File: src/rtl/cmp_pkg.sv
// Shared encodings for the comparator family: FSM state codes and the
// {a_grt, b_grt, a_eq_b} verdict vector.
package cmp_pkg;

    typedef enum logic [1:0] {
        ST_IDLE = 2'd0,
        ST_RUN  = 2'd1,
        ST_DONE = 2'd2
    } state_t;

    localparam logic [2:0] VERDICT_NONE  = 3'b000;
    localparam logic [2:0] VERDICT_A_GRT = 3'b100;
    localparam logic [2:0] VERDICT_B_GRT = 3'b010;
    localparam logic [2:0] VERDICT_EQ    = 3'b001;

    function automatic logic [2:0] verdict_of(input logic a_grt, input logic b_grt,
                                              input logic a_eq_b);
        return {a_grt, b_grt, a_eq_b};
    endfunction

endpackage

File: src/rtl/comparator.sv
// 2-bit unsigned combinational magnitude comparator.
module comparator (
    input  logic [1:0] a,
    input  logic [1:0] b,
    output logic       a_grt,
    output logic       b_grt,
    output logic       a_eq_b
);

    assign a_grt  = (a > b);
    assign b_grt  = (a < b);
    assign a_eq_b = (a == b);

endmodule

File: src/rtl/serial_mag_comparator.sv
// Multi-cycle WIDTH-bit magnitude comparator: scans 2-bit digits MSB first through
// one small comparator and folds the results into a registered verdict.
module serial_mag_comparator
    import cmp_pkg::*;
#(
    parameter int unsigned WIDTH      = 8,
    parameter bit          EARLY_EXIT = 1'b1
) (
    input  logic             clk,
    input  logic             rst_n,
    input  logic             start,
    input  logic [WIDTH-1:0] a_in,
    input  logic [WIDTH-1:0] b_in,
    output logic             busy,
    output logic             done,
    output logic             a_grt,
    output logic             b_grt,
    output logic             a_eq_b
);

    localparam int unsigned DIGITS = WIDTH / 2;
    localparam int unsigned IDX_W  = (DIGITS > 1) ? $clog2(DIGITS) : 1;
    localparam logic [IDX_W-1:0] IDX_LAST = IDX_W'(DIGITS - 1);

    state_t           state;
    logic [WIDTH-1:0] a_reg;
    logic [WIDTH-1:0] b_reg;
    logic [IDX_W-1:0] idx;
    logic [2:0]       verdict;
    logic             sticky;
    logic             dir_a;

    logic [1:0] a_dig;
    logic [1:0] b_dig;
    logic       dig_a_grt;
    logic       dig_b_grt;
    logic       dig_eq;
    logic [2:0] final_verdict;
    logic       last_digit;

    assign a_dig = a_reg[{idx, 1'b0} +: 2];
    assign b_dig = b_reg[{idx, 1'b0} +: 2];

    comparator u_digit_cmp (
        .a      (a_dig),
        .b      (b_dig),
        .a_grt  (dig_a_grt),
        .b_grt  (dig_b_grt),
        .a_eq_b (dig_eq)
    );

    // A recorded earlier difference overrides the current digit; otherwise the
    // current digit decides (including the all-equal case at idx 0).
    always_comb begin
        final_verdict = verdict_of(dig_a_grt, dig_b_grt, dig_eq);
        if (sticky) begin
            final_verdict = dir_a ? VERDICT_A_GRT : VERDICT_B_GRT;
        end
        last_digit = (idx == '0);
        if (EARLY_EXIT) begin
            last_digit = last_digit || !dig_eq;
        end
    end

    always_ff @(posedge clk or negedge rst_n) begin
        if (!rst_n) begin
            state   <= ST_IDLE;
            a_reg   <= '0;
            b_reg   <= '0;
            idx     <= '0;
            verdict <= VERDICT_NONE;
            sticky  <= 1'b0;
            dir_a   <= 1'b0;
            busy    <= 1'b0;
            done    <= 1'b0;
        end else begin
            done <= 1'b0;
            case (state)
                ST_IDLE, ST_DONE: begin
                    state <= ST_IDLE;
                    busy  <= 1'b0;
                    if (start) begin
                        a_reg   <= a_in;
                        b_reg   <= b_in;
                        idx     <= IDX_LAST;
                        verdict <= VERDICT_NONE;
                        sticky  <= 1'b0;
                        dir_a   <= 1'b0;
                        state   <= ST_RUN;
                        busy    <= 1'b1;
                    end
                end
                ST_RUN: begin
                    if (last_digit) begin
                        verdict <= final_verdict;
                        state   <= ST_DONE;
                        busy    <= 1'b0;
                        done    <= 1'b1;
                    end else begin
                        idx <= idx - IDX_W'(1);
                        if (!sticky && !dig_eq) begin
                            sticky <= 1'b1;
                            dir_a  <= dig_a_grt;
                        end
                    end
                end
                default: begin
                    state <= ST_IDLE;
                    busy  <= 1'b0;
                end
            endcase
        end
    end

    assign a_grt  = verdict[2];
    assign b_grt  = verdict[1];
    assign a_eq_b = verdict[0];

endmodule

File: config.mk
export PLATFORM = sky130hd
export DESIGN_NAME = serial_mag_comparator
export DESIGN_NICKNAME = d
export VERILOG_FILES = /design/src/rtl/cmp_pkg.sv /design/src/rtl/comparator.sv /design/src/rtl/serial_mag_comparator.sv
export SDC_FILE = /design/constraint.sdc
export NUM_CORES = 1
export LEC_CHECK = 0
export CAP_MARGIN = 20
export CORE_UTILIZATION = 43
export CTS_CLUSTER_DIAMETER = 150
export DETAILED_ROUTE_END_ITERATION = 10
export DONT_BUFFER_PORTS = 1
export PLACE_DENSITY = 0.68
export SKIP_CTS_REPAIR_TIMING = 1
export SLEW_MARGIN = 20
export SYNTH_ARGS = -nofsm -noshare
export SYNTH_HDL_FRONTEND = slang
export SYNTH_SLANG_ARGS = --single-unit
export TNS_END_PERCENT = 10
File: constraint.sdc
create_clock -name clk -period 2.4 [get_ports clk]
set_input_delay 0.24 -clock clk [delete_from_list [all_inputs] [get_ports clk]]
set_output_delay 0.24 -clock clk [all_outputs]
set_load 0.01 [all_outputs]
==> results of run 1 <==
[critical path, stage by stage (launching register included)]
cell      delay (ps)
dfrtp_1          560
mux4_2           550
ha_1             350
nand3b_1         170
nor2_1           300
mux2i_1          230
[per-stage QoR]
stage / hold WS [ps] / setup slack (ps)
floorplan: -55.6 / 503
global placement: -54.7 / 299
detailed placement: -54.9 / 203
CTS: -425 / 146
global route: 5.93 / 7.46
finish: 11.0 / 165
[cell families (layout without fill, tap and decap cells)]
logic type | count (synthesis) | after routing | share of synthesized area
fa+ha+maj | 3 | 3 | 0.0308
simple gates | 66 | 66 | 0.231
buf+inv | 11 | 16 | 0.0462
mux | 7 | 7 | 0.0985
flops | 27 | 27 | 0.554
compound gates | 7 | 7 | 0.0400
[layout make-up]
class / count / area [um^2]
inverters: 6 / 22.5
multi-input cells: 83 / 488
fillers: 249 / 1250
clock buffers: 4 / 26.3
flip-flops and latches: 27 / 676
well taps: 30 / 37.5
repair buffers: 6 / 67.6
[where the power goes]
| part | switching, mW | internal (mW) | total, mW | leakage [nW] |
|---|---|---|---|---|
| Combinational | 0.349 | 0.328 | 0.677 | 0.320 |
| Clock | 0.129 | 0.0651 | 0.194 | 0.0150 |
| Sequential | 0.133 | 0.633 | 0.766 | 0.334 |
| Total | 0.611 | 1.03 | 1.64 | 0.669 |
[metal layers]
layer / up-vias / part of all wire
li1: 396 / -
met1: 405 / 0.45
met2: 20 / 0.49
met3: 2 / 0.056
met4: 0 / 0.0066
met5: - / 0
[placed cells by master (no fill, tap or decap)]
cell type      netlist  layout
nand2_1             51      51
dfrtp_1             27      27
inv_1                6       6
mux4_2               4       4
nor2_1               4       4
dlygate4sd3_1        0       4
nand2b_1             3       3
nor2b_1              3       3
mux2i_1              3       3
ha_1                 3       3
clkbuf_4             0       3
and2_1               2       2
nand3b_1             1       1
nor2b_2              1       1
o21ai_0              1       1
a21oi_1              1       1
nand4b_1             1       1
o22ai_1              1       1
a21o_1               1       1
a221o_1              1       1
a32oi_1              1       1
a31oi_1              1       1
clkbuf_1             0       1
buf_12               0       1
buf_4                1       1
[worst paths after layout]
path                                from       end  slack, ps  cells after the start
worst min register to register  b_reg[0]  b_reg[0]        490                      2
max in group asynchronous          rst_n  b_reg[5]       1920                      2
worst max-delay path              idx[0]    idx[1]        160                      5
worst min-delay path             b_in[2]  b_reg[2]         10                      2
min in group asynchronous          rst_n  a_reg[0]        320                      2
worst max register to register    idx[0]    idx[1]        160                      5
==> run summary, run 1 <==
• **Arr. time, crit path** 2490 ps
• **startpoint class of the critical path** flip-flop
• **cells after synthesis** 121
• **Final min period** 2240 ps
• **row cnt** 18
• **clock insertion delay at the later pin of the skew report** 320 ps
• **area share of the largest cell type after synthesis** 0.554
• **number of buffers added on ports** 0
• **share of synthesized area occupied by flip-flops and latches** 0.554
• **via count of the first global-routing pass** 821
• **final antenna diode count** 0
• **number of levels in the clock H-tree** 1
• **post-synthesis net count** 143
• **Routed Wire Length** 2110 um
• **flip-flop and latch count after synthesis** 27
• **most used standard cell by instance count after synthesis** nand2_1
• **number of maximum-capacitance constraint violations** 0
• **vias per inst** 5.28
• **average wire length per cell after detail routing** 13.5 um
• **final cell utilization of the core** 0.513
• **remaining antenna violation count** 0
• **pin count of the biggest net entering global routing** 28
• **aggregate negative setup slack** 0 ps
• **number of failing setup endpoints in the final timing report** 0
• **Design Power** 1.64 mW
• **Worst Path Class, Setup** reg -> reg
• **leading cell types by total area after synthesis** dfrtp_1 (55%), nand2_1 (16%), mux4_2 (7.4%), ha_1 (3.1%), mux2i_1 (2.5%)
• **fraction of layout cells with a size suffix above 1** 0.0794
• **warning count from the yosys run** 0
• **area added between synthesis and finish** 8.00%
• **setup repair after global routing missed its margin** no
• **Pwr Density** 1240 nW/um^2
• **highest attainable clock frequency** 0.447 GHz
• **HPWL reported at the end of detailed placement** 1490 um
• **transition time of the tightest slew-check pin** 751 ps
• **number of I/O pins** 24
• **total via count in the routed design** 823
• **worst vdd rail ir drop** 0.610 mV
• **buffer cell driving the clock tree root** clkbuf_4
• **first-iteration detailed-routing DRC count** 16
• **met2 Track Usage GR** 0.255
• **critical path data required time** 2660 ps
• **headroom to the max-slew limit** 0.500
• **non-filler instance count after layout** 156
• **clock buffer count from CTS** 3
• **crit end category** flip-flop
• **Die Outline Area** 3050 um^2
• **die boundary width** 55.3 um
• **run status** finished, final reports clean
• **count of cell types in the netlist** 23
• **most used standard cells in the synthesized netlist** nand2_1 (51), dfrtp_1 (27), inv_1 (6)
• **met3 track utilization from global routing** 0.0585
• **TritonRoute pass-1 iters** 4
• **portion of the clock cycle consumed by the worst path in the final layout** 0.931
• **first-pass GRT wire length** 3680 um
• **async set-reset flop share out of synthesis** 1.00
• **global placer's final weighted congestion** 0.781
• **cell type with the largest total area after synthesis** dfrtp_1
• **Post-synth EDFFs** 0
• **final design area excluding fillers** 1320 um^2
• **standby leakage power** 0.669 nW
• **die extent in y** 55.3 um
• **antenna violations before repair** 0
• **# DRC** 0
• **total placed cells including tap cells** 147
• **Initial Util** 0.475
• **gr busiest metal** met2
• **clock sinks** 27
• **skew final** 3.16 ps
• **clock input transition at the sequential cells of the worst setup and hold paths** 140 ps
• **top_reg_cell synth** dfrtp_1
• **final net count** 149
• **Cell Area, Synth** 1220 um^2
• **GR Util All Layers** 0.153
• **TritonCTS clock tree** built
• **met1 track demand over resource** 0.190
• **HP Class** in -> reg
• **cell area after placement** 1230 um^2
• **Avg Cell Area, Syn** 10.1 um^2
• **maximum root-to-sink buffer count** 2
• **critical path fanouts, max** 7
• **pins over their slew limit** 0
• **final count of hold timing violations** 0
• **grt total ovfl** 0
• **core region area** 2570 um^2
Note: power is estimated with default switching activity, not from simulation.
==> run 2: changes to the inputs <==
--- a/config.mk
+++ b/config.mk
@@ -6,11 +6,11 @@
 export NUM_CORES = 1
 export LEC_CHECK = 0
 export CAP_MARGIN = 20
-export CORE_UTILIZATION = 43
+export CORE_UTILIZATION = 55
 export CTS_CLUSTER_DIAMETER = 150
 export DETAILED_ROUTE_END_ITERATION = 10
 export DONT_BUFFER_PORTS = 1
-export PLACE_DENSITY = 0.68
+export PLACE_DENSITY = 0.8
 export SKIP_CTS_REPAIR_TIMING = 1
 export SLEW_MARGIN = 20
 export SYNTH_ARGS = -nofsm -noshare
==> run summary, run 2 (same netlist as run 1, synthesis figures left out) <==
• **crit end category** flip-flop, unchanged
• **critical path data required time** 2650 ps, was 2660 ps
• **number of maximum-capacitance constraint violations** 0, unchanged
• **pins over their slew limit** 0, unchanged
• **pin count of the biggest net entering global routing** 28, unchanged
• **remaining antenna violation count** 0, unchanged
• **TritonRoute pass-1 iters** 4, unchanged
• **Final min period** 2150 ps, was 2240 ps
• **number of I/O pins** 24, unchanged
• **list of cells traversed by the critical path** mux4_2 -> ha_1 -> nand3b_1 -> nor2_1 -> mux2i_1, unchanged
• **Layout fillers** 171, was 249
• **worst slack at placement** 177 ps, was 203 ps
• **total placed cells including tap cells** 144, was 147
• **Arr. time, crit path** 2410 ps, was 2490 ps
• **final antenna diode count** 0, unchanged
• **Worst Path Class, Setup** reg -> reg, unchanged
• **clock insertion delay at the later pin of the skew report** 330 ps, was 320 ps
• **number of buffers added on ports** 0, unchanged
• **portion of the clock cycle consumed by the worst path in the final layout** 0.897, was 0.931
• **die boundary width** 49.1 um, was 55.3 um
• **non-filler instance count after layout** 154, was 156
• **critical path fanouts, max** 7, unchanged
• **most frequent cells in the layout** nand2_1 (51), dfrtp_1 (26), inv_1 (6), was nand2_1 (51), dfrtp_1 (27), inv_1 (6)
• **final count of hold timing violations** 0, unchanged
• **maximum root-to-sink buffer count** 2, unchanged
• **HP Class** in -> reg, unchanged
• **buffer cell driving the clock tree root** clkbuf_4, unchanged
• **clock buffer count from CTS** 3, unchanged
• **Initial Util** 0.603, was 0.475
• **transition time of the tightest slew-check pin** 766 ps, was 751 ps
• **area used by multi-input combinational logic** 488 um^2, unchanged
• **headroom to the max-slew limit** 0.489, was 0.500
• **standby leakage power** 0.675 nW, was 0.669 nW
• **Die Outline Area** 2410 um^2, was 3050 um^2
• **first-iteration detailed-routing DRC count** 6, was 16
• **setup slack of the critical path after layout** 247 ps, was 165 ps
• **grt total ovfl** 0, unchanged
• **# DRC** 0, unchanged
• **via count of the first global-routing pass** 833, was 821
• **row cnt** 16, was 18
• **aggregate negative setup slack** 0 ps, unchanged
• **startpoint class of the critical path** flip-flop, unchanged
• **commonest non-fill, non-tap cell in the layout** nand2_1, unchanged
• **global placer's final weighted congestion** 0.814, was 0.781
• **GR Util All Layers** 0.202, was 0.153
• **setup repair after global routing missed its margin** no, unchanged
• **CP max stage cell** mux4_2, was dfrtp_1
• **final net count** 150, was 149
• **highest attainable clock frequency** 0.464 GHz, was 0.447 GHz
• **area added between synthesis and finish** 8.72%, was 8.00%
• **total via count in the routed design** 824, was 823
• **Pwr Density** 1230 nW/um^2, was 1240 nW/um^2
• **worst vdd rail ir drop** 0.616 mV, was 0.610 mV
• **clock sinks** 27, unchanged
• **Routed Wire Length** 2030 um, was 2110 um
• **fraction of layout cells with a size suffix above 1** 0.0945, was 0.0794
• **run status** finished, final reports clean, unchanged
• **core region area** 2020 um^2, was 2570 um^2
• **clock input transition at the sequential cells of the worst setup and hold paths** 140 ps, about the same
• **antenna violations before repair** 0, unchanged
• **skew final** 3.11 ps, was 3.16 ps
• **HPWL reported at the end of detailed placement** 1500 um, was 1490 um
• **peak per-stage delay on the critical path** 530 ps, was 560 ps
• **number of levels in the clock H-tree** 1, unchanged
• **first-pass GRT wire length** 3640 um, was 3680 um
• **average wire length per cell after detail routing** 13.2 um, was 13.5 um
• **TritonCTS clock tree** built, unchanged
• **register area** 677 um^2, was 676 um^2
• **die extent in y** 49.1 um, was 55.3 um
• **vias per inst** 5.35, was 5.28
• **number of failing setup endpoints in the final timing report** 0, unchanged
run 2: changes by cell type in the layout (fill, tap and decap cells not counted), sizes merged:
cell,previous run,this run
clkinv,0,1
clkbuf,4,3
dlygate4sd3,4,5
run 2: per-layer routing:
metal  track usage  share of wire  vias up
met5             0              0        -
met4        0.0735          0.012        0
met3        0.0405          0.033        3
met2         0.354           0.51       16
met1         0.244           0.44      405
li1              -              -      400
run 2: final cells by class:
class,instances,share of cell area
Inverter,6,0.0170
Clock buffer,3,0.0170
Multi-Input combinational cell,83,0.368
Tap cell,27,0.0255
Timing Repair Buffer,7,0.0585
Sequential cell,27,0.510
Clock inverter,1,0.00377
run 2: report_power, final:
part           switching (mW)  leakage, nW  total (mW)  internal, mW
clock network           0.129       0.0177       0.191        0.0626
logic                   0.340        0.324       0.669         0.329
registers               0.132        0.334       0.766         0.635
total                   0.600        0.675        1.63          1.03
run 2: worst paths after layout:
kind / cells past startpoint / slack (ps) / from / end
min in group asynchronous: 2 / 320 / rst_n / state[0]
worst max register to register: 5 / 250 / idx[0] / idx[0]
max in group asynchronous: 2 / 1920 / rst_n / idx[0]
worst min-delay path: 2 / 5 / a_in[7] / a_reg[7]
worst min register to register: 2 / 500 / a_reg[0] / a_reg[0]
worst max-delay path: 5 / 250 / idx[0] / idx[0]
run 2: stage by stage:
| stage | hold WS (ps) | power (mW) | util | area [um^2] |
|---|---|---|---|---|
| after CTS | -426 | 1.63 | 0.621 | 1250 |
| after global placement | -55.0 | 1.40 | 0.607 | 1230 |
| after floorplan | -55.6 | 1.31 | - | 1220 |
| final | 4.58 | 1.63 | 0.656 | 1330 |
| after detailed placement | -55.0 | 1.44 | 0.607 | 1230 |
| after global routing | 1.39 | 1.77 | 0.656 | 1330 |
run 2: worst max-delay path, delay by kind of cell, from the launching register on:
| family | cells | cell delay (ps) |
|---|---|---|
| fa+ha+maj | 1 | 350 |
| simple gates | 2 | 460 |
| mux | 2 | 780 |
| flops | 1 | 490 |
